==> src/rtl/extensor_imediato_pipe.sv <==
// ---------------------------------------------------------------------------
// extensor_imediato_pipe
// Pipelined immediate generator for the MIPS datapath. The raw 26-bit
// instruction field is extended / shifted / placed according to modo. The
// result is then queued in a small output buffer with a valid/ready
// handshake, so decode can stall without losing results.
//
// Ports
//   clk            clock, rising edge
//   rst_n          asynchronous active-low reset
//   entrada_valid  campo/modo valid this cycle
//   entrada_ready  buffer has a free slot (registered count only)
//   campo [25:0]   instruction bits [25:0]
//   modo  [2:0]    000 SEXT16, 001 ZEXT16, 010 LUI, 011 SEXT26,
//                  100 BR, 101 JMP, 110/111 illegal
//   saida_valid    saida/erro hold a valid result
//   saida_ready    consumer takes the result this cycle
//   saida [LARGURA-1:0]  extended immediate (head-entry register)
//   erro           result came from an illegal modo
// ---------------------------------------------------------------------------
module extensor_imediato_pipe #(
  parameter int LARGURA      = 32,
  parameter int PROFUNDIDADE = 2
) (
  input  logic               clk,
  input  logic               rst_n,
  input  logic               entrada_valid,
  output logic               entrada_ready,
  input  logic [25:0]        campo,
  input  logic [2:0]         modo,
  output logic               saida_valid,
  input  logic               saida_ready,
  output logic [LARGURA-1:0] saida,
  output logic               erro
);

  localparam int PW = $clog2(PROFUNDIDADE);
  localparam int CW = $clog2(PROFUNDIDADE) + 1;

  typedef enum logic [2:0] {
    M_SEXT16 = 3'b000,
    M_ZEXT16 = 3'b001,
    M_LUI    = 3'b010,
    M_SEXT26 = 3'b011,
    M_BR     = 3'b100,
    M_JMP    = 3'b101
  } modo_t;

  logic [LARGURA-1:0] amplo;
  logic               erro_calc;
  logic [LARGURA:0]   entrada_ent;

  // Size casts of signed operands sign-extend up to LARGURA-1.
  always_comb begin
    amplo     = '0;
    erro_calc = 1'b0;
    case (modo_t'(modo))
      M_SEXT16: amplo = LARGURA'($signed(campo[15:0]));
      M_ZEXT16: amplo = LARGURA'(campo[15:0]);
      M_LUI:    amplo = LARGURA'($signed({campo[15:0], 16'h0000}));
      M_SEXT26: amplo = LARGURA'($signed(campo));
      M_BR:     amplo = LARGURA'($signed({campo[15:0], 2'b00}));
      M_JMP:    amplo = LARGURA'({campo, 2'b00});
      default:  erro_calc = 1'b1;
    endcase
  end

  assign entrada_ent = {erro_calc, amplo};

  logic [LARGURA:0] mem [PROFUNDIDADE];
  logic [PW-1:0]    rd_ptr, wr_ptr, rd_next;
  logic [CW-1:0]    count, count_rest, count_next;
  logic [LARGURA:0] cabeca;
  logic             push, pop;

  assign entrada_ready = (count < CW'(PROFUNDIDADE));
  assign saida_valid   = (count != '0);
  assign push          = entrada_valid && entrada_ready;
  assign pop           = saida_valid && saida_ready;

  // Pointers wrap naturally because PROFUNDIDADE is a power of two.
  assign rd_next    = rd_ptr + PW'(pop);
  assign count_rest = count - CW'(pop);
  assign count_next = count_rest + CW'(push);

  always_ff @(posedge clk) begin
    if (push) mem[wr_ptr] <= entrada_ent;
  end

  always_ff @(posedge clk or negedge rst_n) begin
    if (!rst_n) begin
      rd_ptr <= '0;
      wr_ptr <= '0;
      count  <= '0;
    end else begin
      rd_ptr <= rd_next;
      count  <= count_next;
      if (push) wr_ptr <= wr_ptr + PW'(1);
    end
  end

  // The head register is preloaded with whatever will be at the front after
  // this edge: the incoming word when no older entry survives, otherwise the
  // stored entry at the new read pointer. When the buffer drains it simply
  // holds, so saida keeps its last value.
  always_ff @(posedge clk or negedge rst_n) begin
    if (!rst_n) begin
      cabeca <= '0;
    end else if (count_next != '0) begin
      if (push && (count_rest == '0)) cabeca <= entrada_ent;
      else                            cabeca <= mem[rd_next];
    end
  end

  assign saida = cabeca[LARGURA-1:0];
  assign erro  = cabeca[LARGURA];

endmodule

==> config.mk <==
export PLATFORM = sky130hd
export DESIGN_NAME = extensor_imediato_pipe
export DESIGN_NICKNAME = d
export VERILOG_FILES = /design/src/rtl/extensor_imediato_pipe.sv
export SDC_FILE = /design/constraint.sdc
export NUM_CORES = 1
export LEC_CHECK = 0
export ABC_AREA = 1
export CORE_UTILIZATION = 55
export DETAILED_ROUTE_END_ITERATION = 6
export PLACE_DENSITY_LB_ADDON = 0.3
export SYNTH_ARGS = -nofsm -noshare
export SYNTH_HDL_FRONTEND = slang
export SYNTH_SLANG_ARGS = --single-unit
==> constraint.sdc <==
create_clock -name clk -period 3.4 [get_ports clk]
set_input_delay 0.34 -clock clk [delete_from_list [all_inputs] [get_ports clk]]
set_output_delay 0.34 -clock clk [all_outputs]
set_load 0.03 [all_outputs]
* Word level (Yosys, flattened, before mapping)
Memories as Yosys holds them, arrays and structs flattened.
Index checks and enable logic that the tools add are counted.
** Word-level totals
- Bits in writable memories :: 66
- Memories :: 1
- Output and inout bits :: 35
- Register bits after elaboration :: 37
- Word-level logic and storage cells :: 28
- Bits of input ports :: 33
** Operators by class
- Equal/unequal tests :: 5
- Magnitude comparators :: 1
- Mux-type cells :: 5
- Reductions and logical operators :: 8
- $add $sub $neg :: 4
** Memory list
- mem :: depth 2, bits a word 33, rd ports 1, clocked after memory_dff 0, wr ports 1, RTL line 70 : logic [LARGURA:0] mem [PROFUNDIDADE];
** Operators by type and width (number)
- case mux 32 bit (6 select lines) :: 1
- 2-to-1 mux 33 bit :: 1
- == test 3 x 2 -> 1 bit (second input constant) :: 2
- == test 3 bit (second input constant) :: 2
- OR reduction 6 bit :: 1
- nonzero test 2 bit :: 2
- == test 3 x 1 -> 1 bit (second input constant) :: 1
- logical AND 1 bit :: 3
- logical NOT 3 bit :: 1
- 2-to-1 mux 1 bit :: 3
- adder 2 x 1 -> 2 bit :: 1
- logical NOT 2 bit :: 1
- < comparator 2 bit (second input constant) :: 1
- subtractor 2 x 1 -> 2 bit :: 1
- adder 1 bit :: 1
- adder 1 bit (second input constant) :: 1

* Logic depth before layout (Yosys ltp)
- Word-level depth :: 6
- Depth in mapped cells :: 13
- Mapped depth without buffers :: 12

* Worst setup path after synthesis
No wires, ideal clock.
- Path kind :: reg-to-reg
- Start point :: reg count[1]
- End point :: mem mem[0][0] (netlist bit), enable pin
- Cell stages (with the launch flop) :: 4
- Period minus slack after synthesis :: 2.533 ns
- Arrival time :: 2.110 ns
- Setup time :: 0.423 ns
- Required time :: 2.977 ns
- Buffers on the path :: 0
- Slack :: 0.867 ns
- Path through :: dfrtp_1 inv_2 nand2_4 nor2_1
** Between the ends
- Cells in the longest elaborated chain, start to end :: 4
** RTL lines
- start: declaration :: RTL line 72 : logic [CW-1:0] count, count_rest, count_next;
- start signal: assignment :: RTL line 97 : count <= count_next;
- < comparator 2 bit :: RTL line 76 : assign entrada_ready = (count < CW'(PROFUNDIDADE));
- net entrada_ready :: RTL line 28 : output logic entrada_ready,
- logical AND 1 bit :: RTL line 78 : assign push = entrada_valid && entrada_ready;
- 2-to-1 mux 1 bit :: RTL line 87 : if (push) mem[wr_ptr] <= entrada_ent;
- 2-to-1 mux 1 bit (not written as such) :: RTL line 87
- end: declaration :: RTL line 70
The timed path passes the listed nets, and every way through them passes these cells.

* Final worst setup path
- Start point :: in saida_ready
- End point :: reg cabeca[14]
** Between the ends
- Elaborated cells between the ends (all ways) :: 9
- Those cells by class :: 3 x add/sub; 1 x mux; 4 x reduce/logical; 1 x memory
** RTL lines
- start: declaration :: RTL line 32 : input logic saida_ready,
- logical AND 1 bit :: RTL line 79 : assign pop = saida_valid && saida_ready;
- subtractor 2 x 1 -> 2 bit :: RTL line 83 : assign count_rest = count - CW'(pop);
- adder 2 x 1 -> 2 bit :: RTL line 84 : assign count_next = count_rest + CW'(push);
- net count_next[0] :: RTL line 72
- nonzero test 2 bit :: RTL line 109 : end else if (count_next != '0) begin
- end signal: assignment :: RTL line 110 : if (push && (count_rest == '0)) cabeca <= entrada_ent;
- end signal: assignment :: RTL line 111 : else cabeca <= mem[rd_next];
- end: declaration :: RTL line 73 : logic [LARGURA:0] cabeca;
The timed path passes the listed nets, and every way through them passes these cells.
A chain may end at the register's enable or synchronous reset.

==> results.cfg <==
[job]
maxCapViolCount = 0

[pwr]
pwr-share-comb_pct = 51.2
p_leak_nw = 2.82
peakVddDrop_mv = 0.580
internal_power_mw = 3.19
power.switching_mw = 2.51
power_density_nw_per_um2 = 953
p_seq_share_pct = 34.4
power_frac_clock_pct = 14.4
switching_share_pct = 44.0

[setup_path]
crit_type = primary input to flip-flop
required_ns = 3.65
critPathCaptureType = flip-flop
cp_max_fo = 36
crit_top_cell = inv_1
rrSetupSlack_ns = 1.13
startpoint_type = primary input
cp_num_buf_inv = 5
crit_path_max_incr_delay_ns = 0.53
worstPathArrival_ns = 2.53
cp_cell_sequence = clkdlybuf4s50_1 -> o21ai_2 -> inv_1 -> ha_1 -> inv_1 -> ha_1 -> nand3b_2 -> buf_4 -> nand2_1 -> inv_1 -> a21oi_1
crit_family = buffers and inverters
slowest_stage = clkdlybuf4s50_1

[place]
dp_slack_ns = 0.764
hpwlAfterDp_um = 7990
place.gp.congestion = 0.889
port-buffer-count = 67

[detailed_routing]
vias_per_cell = 5.70
wl_per_cell_um = 16.2
vias = 4295
firstDrtPassIters = 7
route.detailed.drc = 12
drtIter0Drc = 348
drtAntennaViolNets = 0
drt_wl_total_um = 12200

[synthesis]
synthFlopType = edfxtp_1
synth_area_um2 = 5040
synth_area_leaders = edfxtp_1 39%, dfrtp_1 18%, nand2_1 16%
ys.warnings.count = 0
ys_seq_elements = 103
synth.distinct_cells = 25
syn_inst = 579
seq_area_frac_synth_pct = 57.7
ys_async_sr_fraction_pct = 35.9
yosysTopAreaCell = edfxtp_1
synth_edf_count = 66
syn_avg_cell_area_um2 = 8.71
yosysMostFrequentCell = nand2_1
synth_nets = 614
yosys.area.top_type_share_pct = 39.3
synth_common_cells = 211 x nand2_1, 94 x nand3_1, 66 x edfxtp_1, 59 x inv_1, 37 x dfrtp_1

[cts]
htreeDepth = 3
cts_resized = 0
cts_sinks = 103
ctsRootBufferMaster = clkbuf_8
insertion_delay_ns = 0.37
cts_buffers = 9
hold_buffers = 0
cts_setup_buffers = 0
clockBufferDepth = 2
cts_tree = done
path_clk_slew_ns = 0.10

[finish]
diodes = 0
drive_above_1_share_pct = 6.51
syn_to_final_growth_pct = 18.5
fin_nets = 675

[floorplan]
die_y_um = 97.8
ioPinCount = 68
die_area_um2 = 9560
row_count = 34
coreArea_um2 = 8810
start_util_pct = 57.3
fp.dieW_um = 97.8

[timing]
min_period_ns = 2.28
max_freq_mhz = 438
slew-limit-headroom_pct = 42.7
setup_viol = 0
rsz0062_at_grt = false
fin_ws_ns = 1.12
final_hold_viol_count = 0
skew_ns = 0.00902
final_max_slew_viol_count = 0
finalSetupTns_ns = 0
worstMarginPinSlew_ns = 0.860
period_share_pct = 67.1

[global_routing]
grt_usage_pct = 27.5
grt_max_degree = 38
grt_pass1_vias = 4300
overflow = 0
antenna_found_initial = 0
grt_pass1_wl_um = 20400

[worst_hold_path]
min_path_type = primary input to async pin

[outcome]
run_status = complete, but fails checks
violations = design-rule violations
[final cells by class]
type                       instances  area [µm²]
fill                             682        2830
timing repair buffer              77         741
tap                              108         135
sequential                       103        2910
clock inverter                     5        75.1
inverter                          62         233
clock buffer                      11         131
multi-input combinational        387        1750
[sequential cells by signal, summed over array words and instances (netlist names)]
name	cells
wr_ptr	1
mem	66
cabeca	33
rd_ptr	1
count	2
[stage by stage]
| step | hold WS (ns) | power, mW | utilization (%) | cells | area [µm²] |
|---|---|---|---|---|---|
| after floorplan | 0.0444 | 3.95 | - | 579 | 5040 |
| after global placement | 0.463 | 4.79 | 65.5 | 737 | 5770 |
| after detailed placement | 0.464 | 4.89 | 65.5 | 737 | 5770 |
| after CTS | 0.107 | 5.70 | 67.9 | 753 | 5980 |
| after global routing | 0.154 | 6.07 | 67.9 | 753 | 5980 |
| final | 0.0815 | 5.69 | 67.9 | 753 | 5980 |
[power by group through the flow]
stage          clock (mW)  combinational (mW)  sequential [mW]
2_1_floorplan           0                1.60             2.35
3_3_place_gp            0                2.82             1.97
6_report            0.818                2.91             1.96
3_5_place_dp            0                2.91             1.98
4_1_cts             0.827                2.92             1.96
5_1_grt             0.873                3.19             2.00
[final timing paths]
kind	startpoint	to	cells after the start
max	saida_ready	cabeca[14]	11
min	rst_n	cabeca[18]	1
max reg2reg	count[1]	cabeca[14]	10
min reg2reg	cabeca[25]	cabeca[25]	2
max in group asynchronous	rst_n	cabeca[7]	1
min in group clk	cabeca[25]	cabeca[25]	2
[cell families (layout without fill, tap and decap cells)]
logic type | Yosys count | count (layout) | synth area share, %
buffers and inverters | 89 | 155 | 7.67
adders and majority gates | 2 | 2 | 0.496
xor gates and xnor gates | 1 | 1 | 0.174
DFF | 103 | 103 | 57.7
AOI/OAI and AO/OA | 21 | 21 | 2.21
and+or+nand+nor | 363 | 363 | 31.8
[layer usage]
| layer | global-route usage [%] | wire (µm) | vias up |
|---|---|---|---|
| li1 | - | - | 2019 |
| met1 | 35.0 | 4870 | 2019 |
| met2 | 46.3 | 5920 | 229 |
| met3 | 5.94 | 1190 | 28 |
| met4 | 10.4 | 242 | 0 |
| met5 | 0 | 0 | - |
[layout by cell type, fill, tap and decap left out, types with 9 or more instances in the layout]
cell type,Yosys,layout
a21oi_1,14,14
buf_4,4,10
clkbuf_8,0,9
clkdlybuf4s50_1,0,66
dfrtp_1,37,37
edfxtp_1,66,66
inv_1,59,59
nand2_1,211,211
nand3_1,94,94
nand4_1,22,22
nor2_1,25,23
(Power assumes the default switching activity.)
